File: config.mk
export PLATFORM = sky130hd
export DESIGN_NAME = mem_stage_lsu
export DESIGN_NICKNAME = d
export VERILOG_FILES = /design/src/rtl/mem_stage_lsu.sv
export SDC_FILE = /design/constraint.sdc
export NUM_CORES = 1
export LEC_CHECK = 0
export BUFFER_PORTS_ARGS = -buffer_cell sky130_fd_sc_hd__buf_2
export CAP_MARGIN = 15
export CELL_PAD_IN_SITES_DETAIL_PLACEMENT = 0
export CELL_PAD_IN_SITES_GLOBAL_PLACEMENT = 2
export CORE_ASPECT_RATIO = 2
export CORE_MARGIN = 2
export CORE_UTILIZATION = 30
export CTS_CLUSTER_SIZE = 25
export DETAILED_ROUTE_END_ITERATION = 8
export MAX_ROUTING_LAYER = met4
export PLACE_DENSITY_LB_ADDON = 0.15
export SKIP_CTS_REPAIR_TIMING = 1
export SLEW_MARGIN = 0
export SYNTH_ARGS = -nofsm -noshare
export SYNTH_HDL_FRONTEND = slang
export SYNTH_SLANG_ARGS = --single-unit
File: constraint.sdc
create_clock -name clk -period 3.15 [get_ports clk]
set_input_delay 0 -clock clk [delete_from_list [all_inputs] [get_ports clk]]
set_output_delay 0 -clock clk [all_outputs]
set_load 0.03 [all_outputs]
File: src/rtl/mem_stage_lsu.sv
// MEM-stage load/store unit: turns EX/MEM memory fields into an aligned data-memory
// request, stalls until the response arrives, then presents extended load data to MEM/WB.
`timescale 1ns/1ps

module mem_stage_lsu (
  input  logic        clk,
  input  logic        rst,
  input  logic        in_valid_i,
  input  logic        mem_read_i,
  input  logic        mem_write_i,
  input  logic [2:0]  funct3_i,
  input  logic [31:0] addr_i,
  input  logic [31:0] store_data_i,
  input  logic        advance_i,
  output logic [31:0] dmem_address_o,
  output logic        dmem_read_o,
  output logic        dmem_write_o,
  output logic [3:0]  dmem_wmask_o,
  output logic [31:0] dmem_wdata_o,
  input  logic [31:0] dmem_rdata_i,
  input  logic        dmem_resp_i,
  output logic [31:0] mem_data_out_o,
  output logic        mem_stall_o,
  output logic        access_fault_o
);

  typedef enum logic [1:0] {IDLE, ACCESS, DONE} state_t;

  state_t      state, state_next;

  logic        access_req;
  logic        illegal_f3;
  logic        misaligned;
  logic        fault;
  logic        start;
  logic [3:0]  mask_next;
  logic [31:0] wdata_next;

  logic        read_q;
  logic        write_q;
  logic [31:0] addr_q;
  logic [1:0]  off_q;
  logic [3:0]  mask_q;
  logic [31:0] wdata_q;
  logic [2:0]  funct3_q;
  logic [31:0] data_q;

  logic [31:0] rdata_shifted;
  logic [31:0] load_ext;

  // Decode the instruction sitting in EX/MEM: legality, alignment and lane placement.
  always_comb begin
    access_req = in_valid_i & (mem_read_i | mem_write_i);
    if (mem_read_i)
      illegal_f3 = (funct3_i == 3'b011) || (funct3_i == 3'b110) || (funct3_i == 3'b111);
    else
      illegal_f3 = funct3_i[2] || (funct3_i[1:0] == 2'b11);
    case (funct3_i[1:0])
      2'b01:   misaligned = addr_i[0];
      2'b10:   misaligned = (addr_i[1:0] != 2'b00);
      default: misaligned = 1'b0;
    endcase
    fault = access_req & (illegal_f3 | misaligned);
    start = (state == IDLE) & access_req & ~fault;
    case (funct3_i[1:0])
      2'b00:   mask_next = 4'b0001 << addr_i[1:0];
      2'b01:   mask_next = 4'b0011 << addr_i[1:0];
      default: mask_next = 4'b1111;
    endcase
    wdata_next = store_data_i << {addr_i[1:0], 3'b000};
  end

  always_comb begin
    rdata_shifted = dmem_rdata_i >> {off_q, 3'b000};
    case (funct3_q)
      3'b000:  load_ext = {{24{rdata_shifted[7]}}, rdata_shifted[7:0]};
      3'b001:  load_ext = {{16{rdata_shifted[15]}}, rdata_shifted[15:0]};
      3'b100:  load_ext = {24'b0, rdata_shifted[7:0]};
      3'b101:  load_ext = {16'b0, rdata_shifted[15:0]};
      default: load_ext = dmem_rdata_i;
    endcase
  end

  always_comb begin
    state_next = state;
    case (state)
      IDLE:    if (start) state_next = ACCESS;
      ACCESS:  if (dmem_resp_i) state_next = DONE;
      DONE:    if (advance_i) state_next = IDLE;
      default: state_next = IDLE;
    endcase
    mem_stall_o    = start | (state == ACCESS);
    mem_data_out_o = (state == DONE) ? data_q : 32'b0;
    access_fault_o = fault;
  end

  // The request is launched from registers so the memory sees it stable for the whole access.
  always_ff @(posedge clk) begin
    if (rst) begin
      state    <= IDLE;
      read_q   <= 1'b0;
      write_q  <= 1'b0;
      addr_q   <= 32'b0;
      off_q    <= 2'b0;
      mask_q   <= 4'b0;
      wdata_q  <= 32'b0;
      funct3_q <= 3'b0;
      data_q   <= 32'b0;
    end else begin
      state <= state_next;
      if (start) begin
        read_q   <= mem_read_i;
        write_q  <= mem_write_i;
        addr_q   <= {addr_i[31:2], 2'b00};
        off_q    <= addr_i[1:0];
        mask_q   <= mask_next;
        wdata_q  <= mem_write_i ? wdata_next : 32'b0;
        funct3_q <= funct3_i;
      end
      if ((state == ACCESS) && dmem_resp_i) begin
        read_q  <= 1'b0;
        write_q <= 1'b0;
        data_q  <= read_q ? load_ext : 32'b0;
      end
    end
  end

  assign dmem_address_o = addr_q;
  assign dmem_read_o    = read_q;
  assign dmem_write_o   = write_q;
  assign dmem_wmask_o   = mask_q;
  assign dmem_wdata_o   = wdata_q;

endmodule
=== Yosys cells after proc, flatten, opt, wreduce, memory -nomap -nowiden ===
Cells that the tools add are included.

* Reduce and logical (&&, ||, !) cells: 10
* Bitwise operators: 8
* Eq/ne operators: 14
* Multiplexer cells: 11
* Shift operators: 4

{| class="wikitable"
|+ Operators with widths
! cell !! count
|-
| case mux 32 bit (4 select lines) || 1
|-
| two-way mux 32 bit || 3
|-
| left shift 32 x 5 -> 32 bit || 1
|-
| >> shifter 32 x 5 -> 16 bit || 1
|-
| equality test 3 bit (second input constant) || 4
|-
| case mux 4 bit (2 select lines) || 1
|-
| equality test 2 bit (second input constant) || 3
|-
| two-way mux 2 bit || 3
|-
| inequality test 2 bit (second input constant) || 3
|-
| case mux 2 bit (3 select lines) || 1
|-
| AND 1 bit || 4
|-
| equality test 2 x 1 -> 1 bit (second input constant) || 2
|-
| zero test 2 bit || 2
|-
| left shift 1 x 2 -> 4 bit (first input constant) || 1
|-
| left shift 2 x 2 -> 4 bit (first input constant) || 1
|-
| equality test 3 x 1 -> 1 bit (second input constant) || 1
|-
| equality test 3 x 2 -> 1 bit (second input constant) || 1
|-
| zero test 3 bit || 1
|-
| logical OR 1 bit || 3
|-
| OR 1 bit || 3
|-
| AND reduction 3 bit || 1
|-
| case mux 1 bit (2 select lines) || 1
|-
| nonzero test 2 bit || 1
|-
| OR reduction 2 bit || 1
|-
| other kinds (3) || 3
|}

* Register bits after elaboration: 107
* Bits of input ports: 106
* Output and inout port bits: 104

=== Depth between registers and ports, before layout ===
Gate-level depths: netlist (run 1).

* Word-level depth: 10
* Gate-level depth with buffers: 9
* Gate-level depth less buffers: 6

=== Worst setup path before layout (run 1) ===
OpenSTA, ideal clock, no wires.

* Path type: reg2reg
* Start point: register read_q, in the netlist dmem_read_o
* End point: register data_q[10]
* Path slack: 1.403 ns
* Data required time: 3.087 ns
* Data arrival time: 1.684 ns
* Clock period less this slack: 1.747 ns
* Stages on the path, launching flop included: 6
* Setup time: 0.063 ns
* Cell sequence: dfxtp_1 -> nand2_1 -> or3_1 -> or4_1 -> clkbuf_1 -> nand2_1

* Word-level cells in the longest chain between the ends: 1

{| class="wikitable"
|+ RTL lines
! what !! RTL line !! source
|-
| start, declared || 39 || <nowiki>logic read_q;</nowiki>
|-
| start signal, assigned || 112 || <nowiki>read_q <= mem_read_i;</nowiki>
|-
| two-way mux 32 bit || 123 || <nowiki>data_q <= read_q ? load_ext : 32'b0;</nowiki>
|-
| end signal, assigned || 123 ||
|-
| end, declared || 46 || <nowiki>logic [31:0] data_q;</nowiki>
|}

Every way passes these cells.
A chain may end at the register's enable or synchronous reset.

=== Final worst setup path (run 1) ===
* Start point: register state[1]
* End point: register data_q[17]

* Word-level cells in the longest chain between the ends: 2

{| class="wikitable"
|+ RTL lines
! what !! RTL line !! source
|-
| start, declared || 29 || <nowiki>state_t state, state_next;</nowiki>
|-
| start signal, assigned || 110 || <nowiki>state <= state_next;</nowiki>
|-
| equality test 2 x 1 -> 1 bit || 120 || <nowiki>if ((state == ACCESS) && dmem_resp_i) begin</nowiki>
|-
| logical AND 1 bit || 120 ||
|}

Every way passes these cells.

==> impl_metrics.csv, run 1 <==
group,metric,value,unit
logic_synthesis,synth_top_area_share,38.5,%
clocking,cts_tree,"done",
status,status,"finished with violations",
logic_synthesis,ys_async_sr_fraction,0,%
sta,worst_pin_slew,884,ps
sta,slew_headroom,40.6,%
layout,final_core_util,42.6,%
setup_path,start_kind,"flop",
global_route,grtUsageTotal,21.1,%
setup_path,crit_family,"simple AND/OR/NAND/NOR gates",
setup_path,path_cells,"nand2b_1, or3_1, nor4_4, a221o_1",
setup_path,path_class,"reg2reg",
layout,fin_cells,1085,
sta,setup_viol,0,
layout,final_cell_area,0.00777,mm²
hold_path,holdPathStages,3,
setup_path,rr_worst_depth,4,
logic_synthesis,yosysUniqueCellTypes,46,
global_route,grt_first_pass_wirelength,31000,µm
drt,via_count,5766,
logic_synthesis,ys_dominant_reg_cell,"dfxtp_1",
drt,wl_per_cell,19.4,µm
setup_path,cp-end-kind,"flop",
power,power.density,423,mW/mm²
floorplan,io_pins,210,
setup_path,slowest_stage,"nor4_4",
sta,period_minus_slack,2240,ps
setup_path,crit_arrival,2530,ps
setup_path,path_buf_inv,0,
power,ir_worst_vdd,0.216,mV
drt,ant_nets,0,
logic_synthesis,synth_seq_cells,107,
global_route,overflow,0,
sta,rsz0062_at_grt,"false",
global_route,grt_max_degree,75,
layout,num_antenna_cells,0,
sta,drv_slew,0,
run,drv_cap,0,
floorplan,initial_core_util,30.6,%
logic_synthesis,yosysMostFrequentCell,"dfxtp_1",
layout,drive_gt1_share,30.6,%
clocking,numCtsBuffers,9,
global_route,antenna_found_initial,0,
sta,hold_viol,5,
hold_path,worstHoldStart,"dmem_rdata_i[2]",
placed_design,placement.io_buffers,207,
sta,timing.fmax,0.447,GHz
placed_design,hpwlAfterDp,15700,µm
setup_path,r2r-end,"data_q[17]",
placed_design,dpl-instance-area,0.00676,mm²
floorplan,core_area,0.0182,mm²
layout,nNetsFinal,974,
setup_path,rr_startpoint,"state[1]",
placed_design,place_ws,903,ps
setup_path,r2r_slack,910,ps
status,violations,"negative hold slack",
layout,syn_to_final_growth,39.5,%
hold_path,hp-class,"in2reg",
clocking,cts-root-buf,"clkbuf_16",
power,power_leakage,3.56,nW
clocking,clkTransAtPathRegs,80,ps
sta,finClkSkew,9.27,ps
global_route,grt_pass1_vias,5581,
drt,vias_per_cell,5.31,
placed_design,place_inst,999,
floorplan,die_w,100,µm
sta,finalCritPeriodShare,71.0,%
logic_synthesis,synth_top_cell_by_area,"dfxtp_1",
clocking,clockBufferDepth,2,
drt,drc,0,
sta,tns,0,ps
setup_path,cp_data_required_time,3440,ps
clocking,htreeDepth,3,
hold_path,whs_endpoint,"data_q[2]",
placed_design,finalWeightedCongestion,0.888,
logic_synthesis,ys_seq_area_share,38.5,%
drt,wl,21000,µm
floorplan,die-height,197,µm
clocking,clock-sinks,107,
logic_synthesis,netlist_area,0.00557,mm²
drt,drt_iter0_markers,266,
logic_synthesis,yosys-top-cells-count,"107 x dfxtp_1, 62 x mux2i_1, 56 x nand2_1",
power,power,3.28,mW
sta,hold_slack,-58.9,ps
setup_path,cp_slowest_stage_delay,810,ps
floorplan,dieArea,0.0197,mm²
sta,layout_setup_ws,915,ps
logic_synthesis,synth_edf_count,0,
drt,first_pass_iters,5,
logic_synthesis,yosys_warnings,0,
logic_synthesis,ys_top_cells_by_area,"dfxtp_1 38%, mux2i_1 11%, o31ai_1 5.5%",
logic_synthesis,syn_avg_cell_area,8.88,µm²
floorplan,rows,70,
setup_path,critPathLaunch,"state[1]",
layout,fillCellCount,1897,
clocking,clk_latency,360,ps
logic_synthesis,synthCells,627,
setup_path,critPathMaxFanout,16,
==> flip-flops by register name, summed over array words and instances, names as in the netlist <==
signal,cells
off_q,2
dmem_wmask_o,4
dmem_wdata_o,32
dmem_read_o,1
dmem_address_o,30
dmem_write_o,1
state,2
data_q,32
funct3_q,3
==> worst max path at each step <==
| stage | end | cells past startpoint |
|---|---|---|
| 2_1_floorplan | data_q[10] | 5 |
| 3_3_place_gp | data_q[16] | 4 |
| 3_5_place_dp | data_q[17] | 4 |
| 4_1_cts | data_q[17] | 4 |
| 5_1_grt | data_q[31] | 4 |
| 6_report | data_q[17] | 4 |
==> routing by layer <==
| metal | global-route usage, % | share of wire, % | vias to the layer above |
|---|---|---|---|
| met5 | - | 0 | - |
| met2 | 39.1 | 56 | 197 |
| met1 | 20.1 | 35 | 2749 |
| li1 | - | - | 2778 |
| met4 | 12.4 | 5.1 | 0 |
| met3 | 2.84 | 3.5 | 42 |
==> layout make-up <==
cell class              instances  area [µm²]  area share (%)
multi-input cells             435        3110            40.1
clock buffers                   9         225            2.90
well taps                     216         270            3.48
clock inverters                 7        83.8            1.08
flip-flops and latches        107        2140            27.6
repair buffers                295        1870            24.1
inverters                      16        60.1           0.773
==> worst register-to-register path, cell delays in order, from the launching register on <==
cell and delay, ps:
dfxtp_1 340, nand2b_1 210, or3_1 580, nor4_4 810
a221o_1 230
==> power by group <==
group | switching (mW) | total (mW) | internal [mW]
Combinational | 0.410 | 0.673 | 0.264
Clock | 0.561 | 1.19 | 0.632
Sequential | 0.0282 | 1.42 | 1.39
==> logic make-up (layout without fill, tap and decap cells) <==
family / after synthesis / after routing / share of synthesized area, %
muxes: 73 / 73 / 13.6
adders and majority gates: 4 / 4 / 0.899
AOI/OAI and AO/OA: 161 / 161 / 21.3
and+or+nand+nor: 195 / 195 / 19.4
DFF: 107 / 107 / 38.5
buffers and inverters: 86 / 327 / 6.34
other: 1 / 2 / 0.0673
==> placed cells by master (no fill, tap or decap), types with 3 or more instances in the layout <==
| master | netlist | layout |
|---|---|---|
| buf_2 | 6 | 207 |
| dfxtp_1 | 107 | 107 |
| dlygate4sd3_1 | 0 | 70 |
| mux2i_1 | 62 | 62 |
| nand2_1 | 56 | 56 |
| o31ai_1 | 41 | 41 |
| a21oi_1 | 40 | 39 |
| nand2b_1 | 38 | 38 |
| nand4_1 | 35 | 35 |
| and2_1 | 33 | 33 |
| buf_4 | 2 | 18 |
| a221o_1 | 16 | 16 |
| inv_1 | 15 | 15 |
| o2bb2ai_1 | 15 | 15 |
| mux2_2 | 10 | 10 |
| nor2_1 | 10 | 10 |
| a311oi_1 | 10 | 10 |
| o211ai_1 | 9 | 9 |
| clkbuf_16 | 0 | 9 |
| nor2b_1 | 8 | 7 |
| a222oi_1 | 7 | 7 |
| o22ai_1 | 6 | 6 |
| or2_2 | 5 | 5 |
| o21ai_0 | 4 | 4 |
| a31oi_1 | 4 | 4 |
| ha_1 | 4 | 4 |
| a2bb2oi_1 | 3 | 3 |
Note: power is estimated with default switching activity, not from simulation.
==> run 2: changes to the inputs <==
- CORE_UTILIZATION: 30 -> 25
- clock period: 3.15 -> 2 ns (I/O delays scaled with it)
==> impl_metrics.csv, run 2 (synthesis results as in run 1) <==
group,metric,value,unit
layout,num_antenna_cells,0,
global_route,grt_first_pass_wirelength,33100,µm
power,ir_worst_vdd,0.340,mV
sta,finalCritPeriodShare,96.0,%
drt,wl_per_cell,19.4,µm
clocking,clockBufferDepth,2,
setup_path,cp_slowest_stage_delay,530,ps
setup_path,rr_startpoint,"off_q[1]",
sta,hold_slack,73.7,ps
power,clockPowerShare,35.7,%
drt,ant_nets,0,
setup_path,critPathLaunch,"off_q[1]",
global_route,overflow,0,
drt,drt_iter0_markers,308,
drt,via_count,5791,
sta,slew_headroom,50.6,%
power,power_leakage,3.64,nW
sta,period_minus_slack,1920,ps
global_route,antenna_found_initial,0,
sta,worst_pin_slew,740,ps
clocking,cts_tree,"done",
floorplan,die_w,110,µm
clocking,clock-sinks,107,
setup_path,rr_worst_depth,5,
sta,hold_viol,0,
power,switchingPower,1.59,mW
setup_path,start_kind,"flop",
layout,final_core_util,36.6,%
drt,first_pass_iters,4,
clocking,cts-root-buf,"clkbuf_16",
drt,drc,0,
setup_path,r2r_slack,80,ps
placed_design,finalWeightedCongestion,0.817,
global_route,grtUsageTotal,19.5,%
setup_path,path_class,"reg2reg",
global_route,grt_pass1_vias,5792,
setup_path,critPathMaxFanout,23,
power,power.density,648,mW/mm²
status,status,"completed",
setup_path,slowest_stage,"dfxtp_1",
sta,setup_viol,0,
setup_path,path_buf_inv,1,
floorplan,rows,77,
floorplan,dieArea,0.0236,mm²
setup_path,crit_end,"data_q[2]",
hold_path,hp-class,"in2reg",
clocking,numCtsBuffers,9,
floorplan,core_area,0.0220,mm²
power,pwr-share-comb,21.5,%
floorplan,die-height,215,µm
layout,fillCellCount,2374,
placed_design,hpwlAfterDp,16900,µm
setup_path,path_cells,"buf_12, nor2_1, or2_2, a311oi_1, o31ai_1",
clocking,htreeDepth,3,
layout,drive_gt1_share,31.1,%
layout,final_cell_mix,"207 x buf_2, 107 x dfxtp_1, 76 x dlygate4sd3_1, 62 x mux2i_1, 56 x nand2_1",
clocking,clk_latency,370,ps
sta,timing.fmax,0.521,GHz
sta,drv_slew,0,
layout,nNetsFinal,990,
layout,syn_to_final_growth,44.4,%
setup_path,cp_data_required_time,2240,ps
clocking,clkTransAtPathRegs,70,ps
sta,finClkSkew,9.97,ps
setup_path,crit_arrival,2160,ps
global_route,grt_max_degree,42,
layout,final_common_cell,"buf_2",
setup_path,r2r-end,"data_q[2]",
drt,vias_per_cell,4.99,
power,p_sw_share,30.5,%
power,pwr-share-seq,42.8,%
placed_design,placement.io_buffers,207,
sta,rsz0062_at_grt,"false",
floorplan,initial_core_util,25.4,%
power,internal-power,3.62,mW
run,drv_cap,0,
setup_path,cp-end-kind,"flop",
drt,wl,22500,µm
floorplan,io_pins,210,
setup_path,crit_family,"compound AO/OA/AOI/OAI gates",
setup_path,path_depth,5,
[run 2: cell count changes in the layout (fill, tap and decap cells not counted)]
cell	previous run	this run
a311oi_1	10	9
a311oi_2	0	1
buf_12	0	6
buf_4	18	22
clkbuf_1	0	2
clkinv_4	2	0
clkinvlp_4	1	3
dlygate4sd3_1	70	76
inv_6	2	1
inv_8	1	0
[run 2: metrics by stage]
| step | cell area [µm²] | setup WS, ps | setup TNS [ps] | total power [mW] | std cells |
|---|---|---|---|---|---|
| final | 8040 | 79.0 | 0 | 5.21 | 1161 |
| after global routing | 8040 | 25.7 | 0 | 5.48 | 1161 |
| after CTS | 7280 | -51.3 | -51.3 | 5.21 | 1085 |
| after detailed placement | 6980 | -27.9 | -27.9 | 3.30 | 1069 |
| after global placement | 6980 | 49.2 | 0 | 3.29 | 1069 |
| after floorplan | 5570 | 253 | 0 | 2.86 | 628 |
[run 2: final cells by class]
cell class	count	area, µm²	share of cell area, %
multi-input cells	435	3120	38.8
flip-flops and latches	107	2140	26.6
repair buffers	311	2080	25.9
well taps	276	345	4.29
clock buffers	11	233	2.89
clock inverters	5	61.3	0.762
inverters	16	60.1	0.747
[run 2: worst min path at each step]
stage	startpoint	to	cells past startpoint
5_1_grt	dmem_rdata_i[15]	data_q[15]	4
4_1_cts	addr_i[4]	dmem_address_o[4]	3
3_5_place_dp	addr_i[4]	dmem_address_o[4]	3
3_3_place_gp	addr_i[4]	dmem_address_o[4]	3
6_report	dmem_rdata_i[15]	data_q[15]	4
2_1_floorplan	store_data_i[0]	dmem_wdata_o[0]	2
[run 2: power by group through the flow]
stage | registers (mW) | logic (mW) | clock network, mW
after CTS | 2.24 | 1.01 | 1.96
after detailed placement | 2.29 | 1.01 | 0
after global routing | 2.24 | 1.21 | 2.02
final | 2.23 | 1.12 | 1.86
after global placement | 2.28 | 1.01 | 0
after floorplan | 2.38 | 0.489 | 0
[run 2: worst reg2reg max path: stages (launching register included)]
cell and delay (ps):
dfxtp_1 530, buf_12 210, nor2_1 70, or2_2 360, a311oi_1 490, o31ai_1 140
[run 2: layer usage]
metal	share of wire (%)	global-route usage (%)	wire, µm
met3	4.5	3.52	1010
met2	56	35.9	12500
met1	34	18.2	7710
met4	5.7	10.8	1290
met5	0	-	0
